$ cat config.mk
export PLATFORM = sky130hd
export DESIGN_NAME = load_align_unit
export DESIGN_NICKNAME = d
export VERILOG_FILES = /design/src/rtl/load_align_unit_pkg.sv /design/src/rtl/load_align_unit_extract.sv /design/src/rtl/load_align_unit.sv
export SDC_FILE = /design/constraint.sdc
export NUM_CORES = 1
export LEC_CHECK = 0
export ABC_AREA = 1
export CAP_MARGIN = 20
export CORE_MARGIN = 2
export CORE_UTILIZATION = 44
export DETAILED_ROUTE_END_ITERATION = 10
export HOLD_SLACK_MARGIN = 0.12
export MAX_ROUTING_LAYER = met4
export PLACE_DENSITY = 0.9
export SETUP_SLACK_MARGIN = 0.4
export SYNTH_ARGS = -nofsm -noshare
export SYNTH_HDL_FRONTEND = slang
export SYNTH_SLANG_ARGS = --single-unit
$ cat constraint.sdc
create_clock -name clk -period 2.19 [get_ports clk]
set_clock_uncertainty 0.1 [all_clocks]
set_input_delay 0.657 -clock clk [delete_from_list [all_inputs] [get_ports clk]]
set_output_delay 0.657 -clock clk [all_outputs]
set_load 0.005 [all_outputs]
$ cat src/rtl/load_align_unit_pkg.sv
// Shared load/store type codes and helpers for the MEM-stage access units.
// Store codes feed byte-enable generation; load codes feed load_align_unit.
package load_align_unit_pkg;

    typedef enum logic [1:0] {
        StoreByte = 2'b00,
        StoreHalf = 2'b01,
        StoreWord = 2'b10
    } store_type_e;

    typedef enum logic [2:0] {
        LoadWord  = 3'b000,
        LoadHalf  = 3'b001,
        LoadHalfU = 3'b010,
        LoadByte  = 3'b011,
        LoadByteU = 3'b100
    } load_type_e;

    localparam int LOAD_TYPE_W = 3;

    function automatic logic is_load_type(input logic [LOAD_TYPE_W-1:0] t);
        return (t <= LoadByteU);
    endfunction

    // Words need a 4-byte boundary, halfwords a 2-byte boundary, bytes never trap.
    function automatic logic is_misaligned(input logic [LOAD_TYPE_W-1:0] t,
                                           input logic [1:0]             addr_lo);
        logic mis;
        mis = 1'b0;
        case (t)
            LoadWord:            mis = (addr_lo != 2'b00);
            LoadHalf, LoadHalfU: mis = addr_lo[0];
            default:             mis = 1'b0;
        endcase
        return mis;
    endfunction

endpackage

$ cat src/rtl/load_align_unit_extract.sv
// Combinational lane select and sign/zero extension of a 32-bit read word.
// Half lanes use addr_lo[1] only; byte lanes use addr_lo[1:0].
module load_extract
    import load_align_unit_pkg::*;
(
    input  logic [31:0] rdata,
    input  logic [2:0]  ld_type,
    input  logic [1:0]  addr_lo,
    output logic [31:0] data
);

    logic [15:0] half_sel;
    logic [7:0]  byte_sel;

    always_comb begin
        half_sel = addr_lo[1] ? rdata[31:16] : rdata[15:0];
        byte_sel = rdata[7:0];
        case (addr_lo)
            2'b00:   byte_sel = rdata[7:0];
            2'b01:   byte_sel = rdata[15:8];
            2'b10:   byte_sel = rdata[23:16];
            default: byte_sel = rdata[31:24];
        endcase
    end

    always_comb begin
        data = '0;
        case (ld_type)
            LoadWord:  data = rdata;
            LoadHalf:  data = {{16{half_sel[15]}}, half_sel};
            LoadHalfU: data = {16'h0000, half_sel};
            LoadByte:  data = {{24{byte_sel[7]}}, byte_sel};
            LoadByteU: data = {24'h000000, byte_sel};
            default:   data = '0;
        endcase
    end

endmodule

$ cat src/rtl/load_align_unit.sv
// MEM-stage load reader: word-aligned req/ack read, lane extract, stall until done.
// Optional macro LOAD_MISALIGN_TRAP_EN: misaligned LW/LH/LHU trap via ld_misalign.
module load_align_unit
    import load_align_unit_pkg::*;
#(
    parameter int ADDR_W = 32,
    parameter int DATA_W = 32
) (
    input  logic              clk,
    input  logic              rst,
    input  logic              ld_valid,
    input  logic [2:0]        ld_type,
    input  logic [ADDR_W-1:0] ld_addr,
    input  logic              flush,
    output logic              stall,
    output logic              ld_done,
    output logic [DATA_W-1:0] ld_data,
    output logic              mem_req,
    output logic [ADDR_W-1:0] mem_addr,
    input  logic              mem_ack,
`ifdef LOAD_MISALIGN_TRAP_EN
    output logic              ld_misalign,
`endif
    input  logic [DATA_W-1:0] mem_rdata
);

    typedef enum logic [1:0] {
        IDLE  = 2'b00,
        REQ   = 2'b01,
        DRAIN = 2'b10,
        DONE  = 2'b11
    } state_e;

    state_e            state_q, state_d;
    logic              mem_req_q, mem_req_d;
    logic [ADDR_W-1:0] mem_addr_q, mem_addr_d;
    logic [2:0]        type_q, type_d;
    logic [1:0]        addr_lo_q, addr_lo_d;
    logic [DATA_W-1:0] ld_data_q, ld_data_d;
    logic              ld_done_q, ld_done_d;
    logic              accept;
    logic [31:0]       extracted;
`ifdef LOAD_MISALIGN_TRAP_EN
    logic              misalign_q, misalign_d;
`endif

    load_extract u_extract (
        .rdata   (mem_rdata),
        .ld_type (type_q),
        .addr_lo (addr_lo_q),
        .data    (extracted)
    );

    assign accept = ld_valid & is_load_type(ld_type) & ~flush;

    always_comb begin
        state_d    = state_q;
        mem_req_d  = mem_req_q;
        mem_addr_d = mem_addr_q;
        type_d     = type_q;
        addr_lo_d  = addr_lo_q;
        ld_data_d  = ld_data_q;
        ld_done_d  = 1'b0;
        stall      = 1'b0;
`ifdef LOAD_MISALIGN_TRAP_EN
        misalign_d = 1'b0;
`endif
        case (state_q)
            IDLE: begin
                stall = accept;
                if (accept) begin
                    type_d    = ld_type;
                    addr_lo_d = ld_addr[1:0];
`ifdef LOAD_MISALIGN_TRAP_EN
                    // A trapped load skips the bus and reuses DONE for its single pulse.
                    if (is_misaligned(ld_type, ld_addr[1:0])) begin
                        misalign_d = 1'b1;
                        state_d    = DONE;
                    end else
`endif
                    begin
                        mem_req_d  = 1'b1;
                        mem_addr_d = {ld_addr[ADDR_W-1:2], 2'b00};
                        state_d    = REQ;
                    end
                end
            end
            REQ: begin
                stall = 1'b1;
                if (mem_ack) begin
                    mem_req_d = 1'b0;
                    if (flush) begin
                        state_d = IDLE;
                    end else begin
                        ld_data_d = extracted;
                        ld_done_d = 1'b1;
                        state_d   = DONE;
                    end
                end else if (flush) begin
                    state_d = DRAIN;
                end
            end
            // The bus cannot abort, so a flushed request waits here for its ack.
            DRAIN: begin
                stall = 1'b1;
                if (mem_ack) begin
                    mem_req_d = 1'b0;
                    state_d   = IDLE;
                end
            end
            DONE: begin
                state_d = IDLE;
            end
            default: begin
                state_d   = IDLE;
                mem_req_d = 1'b0;
            end
        endcase
    end

    always_ff @(posedge clk) begin
        if (rst) begin
            state_q    <= IDLE;
            mem_req_q  <= 1'b0;
            mem_addr_q <= '0;
            type_q     <= '0;
            addr_lo_q  <= '0;
            ld_data_q  <= '0;
            ld_done_q  <= 1'b0;
`ifdef LOAD_MISALIGN_TRAP_EN
            misalign_q <= 1'b0;
`endif
        end else begin
            state_q    <= state_d;
            mem_req_q  <= mem_req_d;
            mem_addr_q <= mem_addr_d;
            type_q     <= type_d;
            addr_lo_q  <= addr_lo_d;
            ld_data_q  <= ld_data_d;
            ld_done_q  <= ld_done_d;
`ifdef LOAD_MISALIGN_TRAP_EN
            misalign_q <= misalign_d;
`endif
        end
    end

    assign mem_req  = mem_req_q;
    assign mem_addr = mem_addr_q;
    assign ld_data  = ld_data_q;
    assign ld_done  = ld_done_q;
`ifdef LOAD_MISALIGN_TRAP_EN
    assign ld_misalign = misalign_q;
`endif

endmodule

==> results summary <==
The cts-stage hold buffer count came out at 0. TritonCTS built the clock tree. The routed length per instance came out at 14.92 um. The number of distinct library cells after synthesis came out at 21.

The post-synthesis cell count came out at 530. By count the netlist is led by nand2_1, a21oi_1, dfxtp_1. IR analysis of the VDD net gives a maximum drop of 0.4646 mV. The final count of pins violating max slew is 0. After detailed routing, the total wire length is 11650 um.

The non-filler instance count after layout came out at 781. The clock group share of total power came out at 0.270. In the post-synthesis netlist, the cell with the most instances is nand2_1.

The worst stage delay on the critical path is 0.17 ns. In this run the remaining antenna-violating nets after routing total 0. The net count of the finished layout is 751.

CTS built an H-tree with a depth of 3. After synthesis, the cell types taking the most area are dfxtp_1, nand2_1, a21oi_1, nand3_1, inv_1. The detailed-route vias per instance is 5.307.

The number of antenna violations at the first check in global routing came to 0. The power share of the sequential group is 0.368. The mean post-synth cell area is 6.662 um^2. The sink count of the clock tree came out at 71.

The post-route DRC violation count is 0. The required time at the endpoint of the critical path came out at 1.43 ns. The share of synthesized area in the top cell type comes to 0.4026. The number of global-route vias before repair came to 4061.

The worst setup margin came out at 0.1233 ns. The placement row count is 32. The share of total power in combinational logic came out at 0.362. The clock passes through at most 2 buffers. The number of iterations in the first detailed-routing pass came out at 7.

The run finished with clean final reports. The number of inserted diodes is 0. The count of final hold-check violations is 0. The switching component of the power came out at 1.382 mW. The layout-stage area growth over the synthesis result came out at 53.33%. The first global-routing pass estimated 18730 um of wire. The max-capacitance violation count came out at 0.

The endpoint arrival time on the critical path is 1.31 ns. For this design, the slowest cell found on the critical path is o21ai_4. The height of the die is 93.58 um. The share of cells above drive strength 1 came out at 0.1753. Setup repair after global routing could not meet its margin everywhere. The static leakage power came out at 2.608 nW.

The post-detailed-placement half-perimeter wirelength came out at 7858 um. The later pin in the worst-skew pair is clocked with a latency of 0.34 ns. The sequential cell area fraction in the yosys report came out at 0.4026. Buffers inserted during clock tree synthesis total 9. The sum of overflow across all layers after global routing is 0.

Of the total power, the share spent switching nets is 0.3433. The die covers 8757 um^2. The timing-limited maximum frequency came out at 483.9 MHz. Port buffering added 136 buffers.

The number of vias after detailed routing is 4145. Summing every instance area after synthesis gives 3531 um^2. The number of flops mapped to enable cells by yosys is 0.

The ratio of total power to cell area is 743.5 nW/um^2. The post-synthesis async set-or-reset flop share is 0. The die span in x came out at 93.58 um. The critical path startpoint category is an input pin. The total I/O pin count is 139. The type of the most critical hold path is reg -> reg. The internal power of the cells totals 2.644 mW. The number of placed instances, taps included, is 749. Among all flip-flop cells after synthesis, the most frequent one is dfxtp_1. The critical path in this run is classified as in -> out. In this run the clock root is driven by a clkbuf_8. The clock transition at the registers of the reported paths came out at 0.08 ns. The final hold slack came out at 0.3634 ns.

The worst slack at placement came out at -0.6456 ns. Entering global routing, the biggest net connects 43 pins. The DRC marker count from the first detailed-route iteration is 192. The smallest clock period supported by the final layout is computed as 2.067 ns. Synthesis inferred 71 register bits.

The endpoint kind of the worst setup timing path is an output pin. The share of the clock period used by the worst path is 0.9437. The final weighted congestion of routability-driven global placement is 0.9264. The filler cells instantiated in the layout total 648. After floorplanning, the core was sized to cover 7767 um^2.

The initial utilization of the core area, before any placement, comes to 0.4546. The largest area contributor in the netlist is dfxtp_1. Measured on the finished design, the core utilization comes to 0.6970.

The global-route total usage across every layer is 0.2756. The final setup violation count is 0. The top fanout value on the critical path is 2. Walking the worst path, the cells encountered are buf_6 > o21ai_4 > nand3_4 > a21oi_2 > buf_2.

The number of synthesis warnings came out at 0.
critical path: cells and delay by family:
kind / cells / cell delay [ns]
AOI/OAI and AO/OA: 2 / 0.32
and+or+nand+nor: 1 / 0.10
buffers and inverters: 2 / 0.24
logic make-up (layout without fill, tap and decap cells):
family,Yosys count,after routing,share of synthesized area
and+or+nand+nor,276,276,0.3271
other,1,2,0.001062
DFF,71,71,0.4026
buffers and inverters,70,218,0.08788
AOI/OAI and AO/OA,107,107,0.1637
adders and majority gates,5,5,0.01772
per-layer routing:
layer | GRT usage | vias up | part of all wire
met5 | - | - | 0
met1 | 0.3236 | 1869 | 0.38
met4 | 0.1159 | 0 | 0.031
met3 | 0.06688 | 41 | 0.11
met2 | 0.4526 | 251 | 0.47
li1 | - | 1984 | -
repair_timing:
action | 4_1_cts | 5_1_grt
setup buffers | 10 | 3
cloned | 3 | 0
setup endpoints to repair | 134 | 28
pin swaps | 10 | 4
resized for setup | 122 | 16
cells in the final DEF, fill, tap and decap left out:
cell type / n
nor2_2: 1
conb_1: 2
inv_6: 1
nand2_4: 1
nand3_4: 1
buf_2: 5
clkbuf_8: 10
nand2_1: 198
o211a_1: 1
nand3_2: 13
bufinv_16: 1
bufbuf_16: 3
clkinvlp_4: 2
clkinv_2: 1
nand3_1: 35
ha_4: 1
a21oi_1: 73
nor2_1: 20
nand2_2: 5
a21oi_2: 12
dfxtp_4: 1
clkinv_4: 1
ha_1: 4
clkdlybuf4s50_1: 61
dfxtp_2: 22
buf_12: 3
clkdlybuf4s15_1: 1
dlygate4sd2_1: 67
buf_6: 3
o21ai_4: 1
dfxtp_1: 48
buf_8: 1
or2_4: 1
buf_4: 22
nor2_4: 1
o21ai_0: 20
inv_1: 30
inv_2: 6
area by class of cell:
type | instances | area, um^2 | share of cell area
Multi-Input combinational cell | 390 | 1889 | 0.3490
Timing Repair Buffer | 166 | 1604 | 0.2963
Sequential cell | 71 | 1453 | 0.2683
Clock buffer | 10 | 137.6 | 0.02542
Inverter | 36 | 135.1 | 0.02496
Tap cell | 102 | 127.6 | 0.02357
Clock inverter | 6 | 67.56 | 0.01248
sequential cells by signal (all words and copies together) (netlist names):
name	cells
addr_lo_q	2
ld_data	32
ld_done	1
mem_addr	30
mem_req	1
state_q	2
type_q	3
power groups by stage:
stage / combinational [mW] / clock (mW) / sequential (mW)
CTS: 1.35 / 1.11 / 1.48
floorplan: 0.778 / 0 / 1.49
detailed placement: 1.29 / 0 / 1.50
finish: 1.46 / 1.09 / 1.48
global placement: 1.24 / 0 / 1.50
global route: 1.60 / 1.15 / 1.50
final timing paths:
path	start	end	slack, ns	depth (start not counted)
worst min register to register	mem_addr[12]$_SDFFE_PP0P_	mem_addr[12]$_SDFFE_PP0P_	0.36	2
worst min-delay path	mem_addr[12]$_SDFFE_PP0P_	mem_addr[12]$_SDFFE_PP0P_	0.36	2
worst max register to register	state_q[1]$_SDFFE_PP0P_	ld_data[23]$_SDFFE_PP0P_	0.50	9
worst max-delay path	ld_type[1]	stall	0.12	5
metrics by stage:
stage          cell area (um^2)  setup TNS, ns  total power [mW]
6_report                   5414              0             4.025
5_1_grt                    5414              0             4.254
4_1_cts                    5335              0             3.936
3_5_place_dp               5021         -8.190             2.790
3_3_place_gp               5021         -6.366             2.733
2_1_floorplan              3580              0             2.271
Note: power is estimated with default switching activity, not from simulation.
